File: config.mk
export PLATFORM = sky130hd
export DESIGN_NAME = sram_port_driver
export DESIGN_NICKNAME = d
export VERILOG_FILES = /design/src/rtl/sram_port_driver.sv
export SDC_FILE = /design/constraint.sdc
export NUM_CORES = 1
export LEC_CHECK = 0
export ABC_AREA = 1
export CORE_UTILIZATION = 47
export DETAILED_ROUTE_END_ITERATION = 8
export GPL_TIMING_DRIVEN = 0
export MAX_ROUTING_LAYER = met4
export PLACE_DENSITY = 0.95
export RECOVER_POWER = 100
export SLEW_MARGIN = 20
export SYNTH_ARGS = -nofsm -noshare
export SYNTH_HDL_FRONTEND = slang
export SYNTH_SLANG_ARGS = --single-unit
File: constraint.sdc
create_clock -name clock -period 4.6 [get_ports clock]
set_clock_uncertainty 0.1 [all_clocks]
set_input_delay 0.46 -clock clock [delete_from_list [all_inputs] [get_ports clock]]
set_output_delay 0.46 -clock clock [all_outputs]
set_load 0.05 [all_outputs]
File: src/rtl/sram_port_driver.sv
// Front-end for a single-port RW0 SRAM macro. After reset the whole array is
// cleared to zero, then requests are passed straight through to the macro.
// Read data is queued in a 2-entry FIFO with a fixed two-cycle latency.
module sram_port_driver #(
    parameter int ADDR_BITS = 10,
    parameter int DATA_BITS = 32,
    parameter int MASK_BITS = 4
) (
    input  logic                 clock,
    input  logic                 reset_n,
    input  logic                 req_valid,
    output logic                 req_ready,
    input  logic                 req_write,
    input  logic [ADDR_BITS-1:0] req_addr,
    input  logic [DATA_BITS-1:0] req_wdata,
    input  logic [MASK_BITS-1:0] req_wmask,
    output logic                 resp_valid,
    input  logic                 resp_ready,
    output logic [DATA_BITS-1:0] resp_rdata,
    output logic                 init_done,
    output logic [ADDR_BITS-1:0] RW0_addr,
    output logic                 RW0_en,
    output logic                 RW0_wmode,
    output logic [MASK_BITS-1:0] RW0_wmask,
    output logic [DATA_BITS-1:0] RW0_wdata,
    input  logic [DATA_BITS-1:0] RW0_rdata
);

    typedef enum logic [0:0] {StInit, StRun} state_e;

    state_e               state_q, state_d;
    logic [ADDR_BITS-1:0] counter_q, counter_d;
    logic                 inflight_q, inflight_d;
    logic [1:0]           count_q;
    logic                 rd_ptr_q, wr_ptr_q;
    logic [DATA_BITS-1:0] fifo_q [2];

    logic                 fire;
    logic                 pop;
    logic [2:0]           pending;

    assign resp_valid = (count_q != 2'd0);
    assign resp_rdata = fifo_q[rd_ptr_q];
    assign init_done  = (state_q == StRun);
    assign pop        = resp_valid & resp_ready;
    // Slots still owed to the FIFO after this cycle's pop; a new read needs one free.
    assign pending    = 3'(count_q) + 3'(inflight_q) - 3'(pop);
    assign inflight_d = fire & ~req_write;

    // Next-state and SRAM port drive; reset_n gates the outputs since INIT drives RW0_en high.
    always_comb begin
        state_d   = state_q;
        counter_d = counter_q;
        req_ready = 1'b0;
        fire      = 1'b0;
        RW0_en    = 1'b0;
        RW0_wmode = 1'b0;
        RW0_addr  = '0;
        RW0_wmask = '0;
        RW0_wdata = '0;
        if (reset_n) begin
            unique case (state_q)
                StInit: begin
                    RW0_en    = 1'b1;
                    RW0_wmode = 1'b1;
                    RW0_wmask = '1;
                    RW0_addr  = counter_q;
                    // Leave INIT on the last address instead of wrapping the counter.
                    if (counter_q == '1) begin
                        state_d = StRun;
                    end else begin
                        counter_d = counter_q + 1'b1;
                    end
                end
                StRun: begin
                    req_ready = (pending < 3'd2);
                    fire      = req_valid & req_ready;
                    if (fire) begin
                        RW0_en    = 1'b1;
                        RW0_wmode = req_write;
                        RW0_addr  = req_addr;
                        RW0_wmask = req_wmask;
                        RW0_wdata = req_wdata;
                    end
                end
                default: ;
            endcase
        end
    end

    // State register, clear counter and read-inflight flag.
    always_ff @(posedge clock or negedge reset_n) begin
        if (!reset_n) begin
            state_q    <= StInit;
            counter_q  <= '0;
            inflight_q <= 1'b0;
        end else begin
            state_q    <= state_d;
            counter_q  <= counter_d;
            inflight_q <= inflight_d;
        end
    end

    // Response FIFO: capture the macro's read data one cycle after the read fired.
    always_ff @(posedge clock or negedge reset_n) begin
        if (!reset_n) begin
            count_q   <= 2'd0;
            rd_ptr_q  <= 1'b0;
            wr_ptr_q  <= 1'b0;
            fifo_q[0] <= '0;
            fifo_q[1] <= '0;
        end else begin
            if (inflight_q) begin
                fifo_q[wr_ptr_q] <= RW0_rdata;
                wr_ptr_q         <= ~wr_ptr_q;
            end
            if (pop) begin
                rd_ptr_q <= ~rd_ptr_q;
            end
            count_q <= 2'(count_q + 2'(inflight_q) - 2'(pop));
        end
    end

    // Flow control must make a capture into a full FIFO unreachable.
    assert property (@(posedge clock) disable iff (!reset_n)
                     !(inflight_q && (count_q == 2'd2) && !pop))
        else $error("sram_port_driver: response FIFO overflow");

endmodule

==> summary.txt, run 1 <==
Run status
  • Run status: complete, but fails checks
  • Failing checks: capacitance limit, slew limit

Detailed routing
  • Iter 0 DRT Violations: between 200 and 250
  • Vias/cell: between 5 and 6
  • Routed WL per cell: approximately 14 um
  • Via count: ~4300
  • ANT nets after route: 0
  • Routed wire length: roughly 12000 um
  • DRT Pass-1 Iters: 5
  • Post-route DRC: 0

Clocking
  • CTS tree: yes
  • Total CTS buffers: 9
  • H-Tree Depth: 3
  • Clock transition at the registers of the reported paths: ~0.070 ns
  • Clk_lat worst skew: approximately 0.35 ns
  • # resized after CTS: 0
  • Max clock buf depth: 2
  • # clock sinks: 80
  • Root Buffer: clkbuf_8

Hold path
  • Min-Delay Path Class: reg2reg
  • WHS Path Cells: 2
  • Hold Path End: fifo_q[28]
  • Hold Crit Start: fifo_q[28]

Synthesis
  • Seq/Total Area, Yosys: approximately 48%
  • Synth warn: 0
  • Mean post-synth cell area: approximately 7 um^2
  • Cells after Synth: between 500 and 600
  • Cell variety after synth: 25
  • Mapped Area: just over 4000 um^2
  • Synthesized flop and latch total: 80
  • Syn_nets: between 600 and 700

Power
  • Sw Pwr: ~2.1 mW
  • Internal: between 1.5 and 2 mW
  • Switch share: a little over half
  • Combinational power share: approximately 61%
  • Clk pwr share: slightly above 10%
  • Total power draw: ~4 mW
  • Max IR drop VDD: ~480 uV
  • Part of the power in registers: between 20% and 30%
  • Leakage power: 3.195 nW
  • Power Dens Cells: 665.1 nW/um^2

Setup path
  • Kind of end point of the critical path: output pin
  • WS Path Type: reg2out
  • Reg2reg setup slack: roughly 2.1 ns
  • FF-to-FF Start: count_q[1]
  • CP required: 4.04 ns
  • Reg2reg end: inflight_q
  • FF-to-FF path depth: 13
  • Worst EP arrival: between 3 and 4 ns
  • Critical Path Start Type: flip-flop
  • CP Max Fanout: 10

Final layout
  • Commonest non-fill, non-tap cell in the layout: nand2_1
  • Seq. cell area: 2002 um^2
  • Multi-input gate area: 1669 um^2
  • N_diodes: 0
  • Area Overhead vs Synth: 45.84%
  • Final core occ: between 70% and 80%
  • Fillers: between 600 and 700
  • Most frequent cells in the layout: nand2_1 (215), inv_1 (85), dlygate4sd3_1 (84)
  • Fin nets: between 800 and 900
  • Layout cells sized above 1: 3.170%

Floorplan
  • IO Pins: about 170
  • # rows: 33
  • Die height: 96.01 um
  • Core box area: between 8000 and 9000 um^2
  • Starting Density: about half
  • Die Width: around 96 um
  • Die area: ~9200 um^2

Flow run
  • Max cap viols: 1

STA
  • Final worst path period share: between 90% and 100%
  • Final Hold Viols: 0
  • RSZ-0062 raised after global routing: no
  • Fmax: approximately 0.23 GHz
  • Worst slew margin: -81.75%
  • Slew @ Worst Pin: between 2 and 3 ns
  • # setup viols final: 0
  • Final max-slew violation count: 54
  • Post-route minimum period: 4.312 ns

Global routing
  • First-pass GRT wire length: ~19000 um
  • Vias in the first global route: about 4200
  • Grt ovf: 0
  • GRT Util Overall: between 20 and 30%
  • Largest net degree at the start of global routing: between 50 and 60
  • Initial antenna violation count: 0

Placement
  • DP HPWL: between 9000 and 10000 um
  • Port Buffer Count: roughly 160
  • GPL Wtd Cong: between 0.9 and 1
worst max-delay path, cell delays in order, from the launching register on:
cell and delay [ns]:
dfrtp_1 0.42, inv_1 0.09, nand2_1 0.06, nand2_1 0.10
inv_1 0.05, ha_1 0.26, inv_1 0.06, ha_1 0.13
inv_1 0.05, fa_1 0.53, nand3_1 0.18, nor2_4 0.17
nand3_4 0.13, buf_6 0.17, nor2_1 0.10, dlygate4sd3_1 0.89
routing by layer:
layer | vias up | part of all wire [%] | track usage, % | routed length [um]
li1 | 2102 | - | - | -
met1 | 2020 | 39 | 33.20 | 4620
met2 | 168 | 54 | 47.28 | 6329
met3 | 23 | 5.7 | 5.608 | 667
met4 | 0 | 1.5 | 8.955 | 180
met5 | - | 0 | - | 0
registers in the layout, indices dropped and copies added (netlist names):
signal,count
fifo_q,64
counter_q,10
count_q,2
inflight_q,1
init_done,1
rd_ptr_q,1
wr_ptr_q,1
how the worst max path moves through the flow:
| stage | start | endpoint | slack, ns | depth (start not counted) |
|---|---|---|---|---|
| final | count_q[1] | RW0_wdata[15] | 0.29 | 15 |
| after global routing | count_q[1] | RW0_wdata[2] | 0.09 | 15 |
| after CTS | count_q[1] | RW0_wdata[13] | 0.32 | 15 |
| after detailed placement | resp_ready | RW0_wdata[13] | 0.38 | 14 |
| after global placement | reset_n | req_ready | -1.28 | 6 |
| after floorplan | count_q[1] | req_ready | 0.84 | 11 |
Yosys cell counts, drive strengths merged:
master / number / area, um^2
ha: 3 / 37.54
fa: 1 / 20.02
nand3: 9 / 70.06
nor3: 1 / 5.000
inv: 86 / 322.8
nand2: 216 / 813.3
xor2: 1 / 8.760
o21ai: 69 / 345.3
clkinv: 1 / 3.750
clkbuf: 17 / 65.06
or2: 1 / 6.260
nor2: 56 / 222.7
nand4: 13 / 81.33
xnor2: 3 / 26.28
buf: 12 / 78.82
a21oi: 9 / 45.04
dfrtp: 80 / 2002
final cells by class:
class	count	area share (%)
plain buffers	29	2.230
inverters	87	5.390
repair buffers	166	27.28
flip-flops and latches	80	33.04
clock inverters	2	0.1652
well taps	105	2.169
clock buffers	11	2.169
multi-input cells	382	27.55
kinds of logic (layout without fill, tap and decap cells):
family,after synthesis,count (layout),synth area share [%]
flops,80,80,48.19
buf+inv,116,295,11.33
xor+xnor,4,4,0.8435
simple gates,296,296,28.86
compound gates,78,78,9.398
fa+ha+maj,4,4,1.386
stage by stage:
stage / setup TNS, ns / setup slack [ns] / hold WS [ns] / cells / instance area, um^2
6_report: 0 / 0.2875 / 0.3897 / 862 / 6058
5_1_grt: 0 / 0.09216 / 0.4100 / 862 / 6058
4_1_cts: 0 / 0.3250 / 0.3913 / 862 / 6103
3_5_place_dp: 0 / 0.3822 / 0.3098 / 848 / 5952
3_3_place_gp: -55.81 / -1.279 / 0.3665 / 847 / 5927
2_1_floorplan: 0 / 0.8431 / 0.06441 / 578 / 4154
power by group through the flow:
stage	registers, mW	clock network (mW)	logic [mW]
after global routing	1.20	0.446	2.64
final	1.17	0.411	2.45
after global placement	1.15	0	2.51
after CTS	1.16	0.416	2.59
after detailed placement	1.17	0	2.58
after floorplan	1.13	0	1.74
what timing repair did:
action | CTS | global route
hold endpoints to repair | 27 | 0
hold buffers | 1 | 0
setup buffers | 0 | 0
Note: power is estimated with default switching activity, not from simulation.
==> inputs of run 2 (changes only) <==
--- a/config.mk
+++ b/config.mk
@@ -8,7 +8,6 @@
 export ABC_AREA = 1
 export CORE_UTILIZATION = 47
 export DETAILED_ROUTE_END_ITERATION = 8
-export GPL_TIMING_DRIVEN = 0
 export MAX_ROUTING_LAYER = met4
 export PLACE_DENSITY = 0.95
 export RECOVER_POWER = 100
==> summary.txt, run 2 (synthesis gave the netlist of run 1 again) <==
Run status
  • Run status: complete, but fails checks
  • Failing checks: capacitance limit, slew limit

Placement
  • DP HPWL: between 7000 and 8000 um
  • GPL Wtd Cong: between 0.8 and 0.9
  • Port Buffer Count: about 170

STA
  • Slew @ Worst Pin: between 3 and 4 ns
  • RSZ-0062 raised after global routing: no
  • TNS Setup: 0 ns
  • Fmax: 0.2312 GHz
  • Final worst path period share: a little over nine tenths
  • Final Hold Viols: 0
  • Worst slew margin: -100.7%
  • # setup viols final: 0
  • Post-route minimum period: 4.326 ns
  • Final max-slew violation count: about 220

Final layout
  • Largest registers: fifo_q (64), counter_q (10), count_q (2)
  • Commonest non-fill, non-tap cell in the layout: nand2_1
  • Largest register FFs: between 60 and 70
  • Layout cells sized above 1: approximately 2.7%
  • Area Overhead vs Synth: 44.10%
  • N_diodes: 0
  • Fillers: 657
  • Top reg by flops: fifo_q
  • Final core occ: a little under three quarters
  • Fin nets: roughly 810
  • Most frequent cells in the layout: nand2_1 (216), inv_1 (85), clkdlybuf4s50_1 (83)

Flow run
  • Max cap viols: 3

Floorplan
  • # rows: 33
  • Die height: approximately 96 um
  • Die area: approximately 9000 um^2
  • Starting Density: about half
  • Die Width: 96.01 um
  • IO Pins: 166
  • Core box area: between 8000 and 9000 um^2

Clocking
  • Clk_lat worst skew: approximately 0.34 ns
  • Clock transition at the registers of the reported paths: around 0.07 ns
  • # clock sinks: 80
  • H-Tree Depth: 3
  • Post-CTS Setup Bufs: 0
  • Root Buffer: clkbuf_8
  • Total CTS buffers: 9
  • CTS tree: yes
  • Hold Buf Count CTS: 0
  • # resized after CTS: 0
  • Max clock buf depth: 2

Detailed routing
  • Iter 0 DRT Violations: 217
  • Routed wire length: ~11000 um
  • Vias/cell: between 4 and 5
  • ANT nets after route: 0
  • DRT Pass-1 Iters: 5
  • Routed WL per cell: around 13 um
  • Post-route DRC: 0
  • Via count: about 4100

Setup path
  • CP dominant cell by count: inv_1
  • Kind of end point of the critical path: output pin
  • CP Max Fanout: 33
  • Kind of cell adding the most delay to the critical path: buffers and inverters
  • Levels on crit path: 14
  • WS Path Type: reg2out
  • Reg2reg end: fifo_q[63]
  • Cell Chain, Critical Path: inv_1 -> nand2_1 -> nand2_1 -> inv_1 -> ha_1 -> inv_1 -> ha_1 -> inv_1 -> fa_1 -> nand3_1 -> nor2_4 -> nand3_4 -> nor2_1 -> dlygate4sd3_1
  • CP required: 4.04 ns
  • Reg2reg setup slack: between 1 and 1.5 ns
  • FF-to-FF Start: inflight_q
  • Worst EP arrival: 3.77 ns
  • FF-to-FF path depth: 3
  • Slowest CP cell: dlygate4sd3_1
  • Slowest cell delay on critical path: 0.90 ns
  • Critical Path Start Type: flip-flop
  • Buffers & Inverters on Critical Path: 5

Global routing
  • First-pass GRT wire length: 16900 um
  • GRT Util Overall: 24.33%
  • Initial antenna violation count: 0
  • Largest net degree at the start of global routing: 84
  • Vias in the first global route: 3705
  • Grt ovf: 0

Hold path
  • WHS Path Cells: 2
  • Hold Crit Start: fifo_q[1]
  • Min-Delay Path Class: reg2reg
  • Hold Path End: fifo_q[1]

Power
  • Power Dens Cells: slightly below 700 nW/um^2
  • Leakage power: approximately 3.2 nW
  • Max IR drop VDD: 474.5 uV
==> run 2: through the flow <==
stage / power [mW] / cell area, um^2 / hold WS [ns] / worst slack [ns] / std cells
6_report: 4.088 / 5986 / 0.3895 / 0.2741 / 836
5_1_grt: 4.352 / 5986 / 0.4097 / 0.05108 / 836
4_1_cts: 4.240 / 6010 / 0.3928 / 0.2945 / 836
3_5_place_dp: 3.704 / 5808 / 0.3744 / 0.3702 / 821
3_3_place_gp: 3.620 / 5808 / 0.3655 / 0.4943 / 821
2_1_floorplan: 2.874 / 4154 / 0.06441 / 0.8431 / 578
==> run 2: worst max path at each step <==
stage / startpoint / end / slack [ns]
detailed placement: resp_ready / RW0_wdata[18] / 0.37
global placement: resp_ready / RW0_wdata[30] / 0.49
finish: count_q[1] / RW0_wdata[18] / 0.27
floorplan: count_q[1] / req_ready / 0.84
global route: count_q[1] / RW0_wdata[3] / 0.05
CTS: count_q[1] / RW0_wdata[18] / 0.29
==> run 2: layout make-up <==
cell class                      count  area, um^2  share of cell area, %
Clock buffer                       11       131.4                  2.195
Clock inverter                      4       70.07                  1.171
Inverter                           87       326.6                  5.456
Multi-Input combinational cell    382        1667                  27.84
Sequential cell                    80        2002                  33.44
Tap cell                          105       131.4                  2.195
Timing Repair Buffer              167        1658                  27.70
==> run 2: tightest hold or removal path: stages (launching register included) <==
cell and delay (ns):
dfrtp_1 0.34, nand2_1 0.05, o21ai_0 0.06
==> run 2: power breakdown <==
group          leakage, nW  total, mW  internal, mW  switching, mW
clock                0.103      0.529         0.301          0.227
combinational         2.13       2.39         0.711           1.68
sequential           0.934       1.17          1.01          0.159
total                 3.16       4.09          2.02           2.07
==> run 2: per-layer routing <==
| layer | wire (um) | track usage, % | part of all wire, % | up-vias |
|---|---|---|---|---|
| li1 | - | - | - | 2046 |
| met1 | 4440 | 28.87 | 41 | 1986 |
| met2 | 5793 | 41.78 | 54 | 93 |
| met3 | 380 | 4.897 | 3.5 | 17 |
| met4 | 180 | 7.214 | 1.7 | 0 |
| met5 | 0 | - | 0 | - |
==> inputs of run 3 (changes only) <==
--- a/config.mk
+++ b/config.mk
@@ -6,6 +6,7 @@
 export NUM_CORES = 1
 export LEC_CHECK = 0
 export ABC_AREA = 1
+export CORE_ASPECT_RATIO = 1.1
 export CORE_UTILIZATION = 47
 export DETAILED_ROUTE_END_ITERATION = 8
 export MAX_ROUTING_LAYER = met4
==> summary.txt, run 3 (synthesis gave the netlist of run 1 again) <==
STA
  • Fmax: ~0.23 GHz
  • Hold_ws: 0.3900 ns
  • # setup viols final: 0
  • Final setup margin: between 0.2 and 0.25 ns
  • Final Hold Viols: 0
  • Final worst path period share: approximately 95%
  • Post-route minimum period: roughly 4.4 ns
  • Final max-slew violation count: roughly 170
  • TNS Setup: 0 ns
  • Worst slew margin: -107.4%
  • Slew @ Worst Pin: between 3 and 4 ns

Final layout
  • Largest registers: fifo_q (64), counter_q (10), count_q (2)
  • Commonest non-fill, non-tap cell in the layout: nand2_1
  • Most frequent cells in the layout: nand2_1 (215), clkdlybuf4s50_1 (150), inv_1 (85)
  • Fillers: approximately 640
  • Layout cells sized above 1: between 3 and 4%
  • Multi-input gate area: roughly 1700 um^2
  • N_diodes: 0
  • Largest register FFs: 64
  • Final core occ: a little over 70%
  • Area Overhead vs Synth: 45.00%
  • Finished Layout Cells: ~850
  • Fin area: around 6000 um^2
  • Seq. cell area: between 2000 and 2500 um^2
  • Top reg by flops: fifo_q
  • Fin nets: ~800

Floorplan
  • IO Pins: around 170
  • Die area: between 9000 and 10000 um^2
  • Die Width: around 92 um
  • Die height: just over 100 um
  • Starting Density: approximately half
  • # rows: 35
  • Core box area: 8496 um^2

Global routing
  • First-pass GRT wire length: ~18000 um
  • Initial antenna violation count: 0
  • Largest net degree at the start of global routing: 66
  • GRT Util Overall: between 20% and 30%
  • Grt ovf: 0
  • Vias in the first global route: between 3000 and 4000

Detailed routing
  • Post-route DRC: 0
  • Iter 0 DRT Violations: 200
  • Routed wire length: between 10000 and 15000 um
  • Vias/cell: approximately 5
  • Routed WL per cell: roughly 14 um
  • DRT Pass-1 Iters: 7
  • Via count: approximately 4200
  • ANT nets after route: 0

Clocking
  • Max clock buf depth: 2
  • Root Buffer: clkbuf_8
  • H-Tree Depth: 3
  • Total CTS buffers: 9
  • Clk_lat worst skew: ~0.33 ns
  • Clock transition at the registers of the reported paths: 0.08 ns
  • # clock sinks: 80
  • CTS tree: yes

Placement
  • Port Buffer Count: approximately 170
  • GPL Wtd Cong: approximately 0.9
  • DP Cell Count: ~830
  • Worst slack, placed: between 0.2 and 0.3 ns
  • DP HPWL: between 8000 and 9000 um
  • Area post-placement: 5816 um^2

Flow run
  • Max cap viols: 3

Setup path
  • CP Max Fanout: 33
  • Slowest cell delay on critical path: between 0.8 and 0.9 ns
  • WS Path Type: reg2out
  • Kind of end point of the critical path: output pin
  • CP dominant cell by count: inv_1
  • Slowest CP cell: clkdlybuf4s50_1
  • Critical Path Start Type: flip-flop
  • Worst EP arrival: roughly 3.8 ns
  • Cell Chain, Critical Path: inv_1 -> nand2_1 -> nand2_1 -> inv_1 -> ha_1 -> inv_1 -> ha_1 -> inv_1 -> fa_1 -> nand3_1 -> nor2_4 -> nand3_4 -> nor2_1 -> clkdlybuf4s50_1
  • CP required: slightly above 4 ns

Power
  • Power Dens Cells: approximately 700 nW/um^2
  • Total power draw: 4.194 mW
  • Max IR drop VDD: between 200 and 300 uV
  • Leakage power: between 3 and 4 nW

Run status
  • Failing checks: capacitance limit, slew limit
  • Run status: complete, but fails checks

Hold path
  • Min-Delay Path Class: reg2reg
[run 3: cell count changes in the layout (fill, tap and decap cells not counted), sizes merged]
cell / change
bufinv: -1
dlymetal6s2s: +9
clkinvlp: +1
clkinv: +1
dlygate4sd3: -78
clkdlybuf4s50: +67
buf: +4
[run 3: per-layer routing]
metal / global-route usage, % / vias to the layer above / wire length [um]
li1: - / 2055 / -
met1: 32.42 / 2008 / 4948
met2: 42.91 / 131 / 6054
met3: 4.299 / 12 / 493
met4: 5.372 / 0 / 86
met5: - / - / 0
[run 3: final timing paths]
kind	start	cells past startpoint	slack, ns	endpoint
worst min register to register	fifo_q[46]	2	0.39	fifo_q[46]
worst max-delay path	count_q[1]	14	0.22	RW0_wdata[5]
worst max register to register	inflight_q	3	1.19	fifo_q[32]
worst min-delay path	fifo_q[46]	2	0.39	fifo_q[46]
min in group asynchronous	reset_n	2	0.54	init_done
max in group asynchronous	reset_n	3	1.43	rd_ptr_q
[run 3: area by class of cell]
class                      instances  share of cell area, %
sequential                        80                  33.24
timing repair buffer             169                  28.04
multi-input combinational        382                  27.71
inverter                          87                  5.422
clock buffer                      11                  2.347
tap                              111                  2.306
clock inverter                     5                 0.9348
[run 3: worst max-delay path: cells and delay by family (launching register included)]
family,cells,cell delay [ns]
simple gates,6,1.06
flops,1,0.42
buf+inv,5,1.08
fa+ha+maj,3,0.92
[run 3: power by group]
group	total [mW]	switching [mW]	internal, mW
combinational	2.52	1.71	0.810
sequential	1.17	0.160	1.01
clock	0.507	0.242	0.265
total	4.19	2.11	2.08
[run 3: repair_timing]
| item | CTS | global route |
|---|---|---|
| setup buffers | 0 | 0 |
| hold endpoints to repair | 2 | 0 |
| hold buffers | 1 | 0 |
| endpoints found under the setup margin | 0 | 9 |
| gates resized for setup | 0 | 9 |
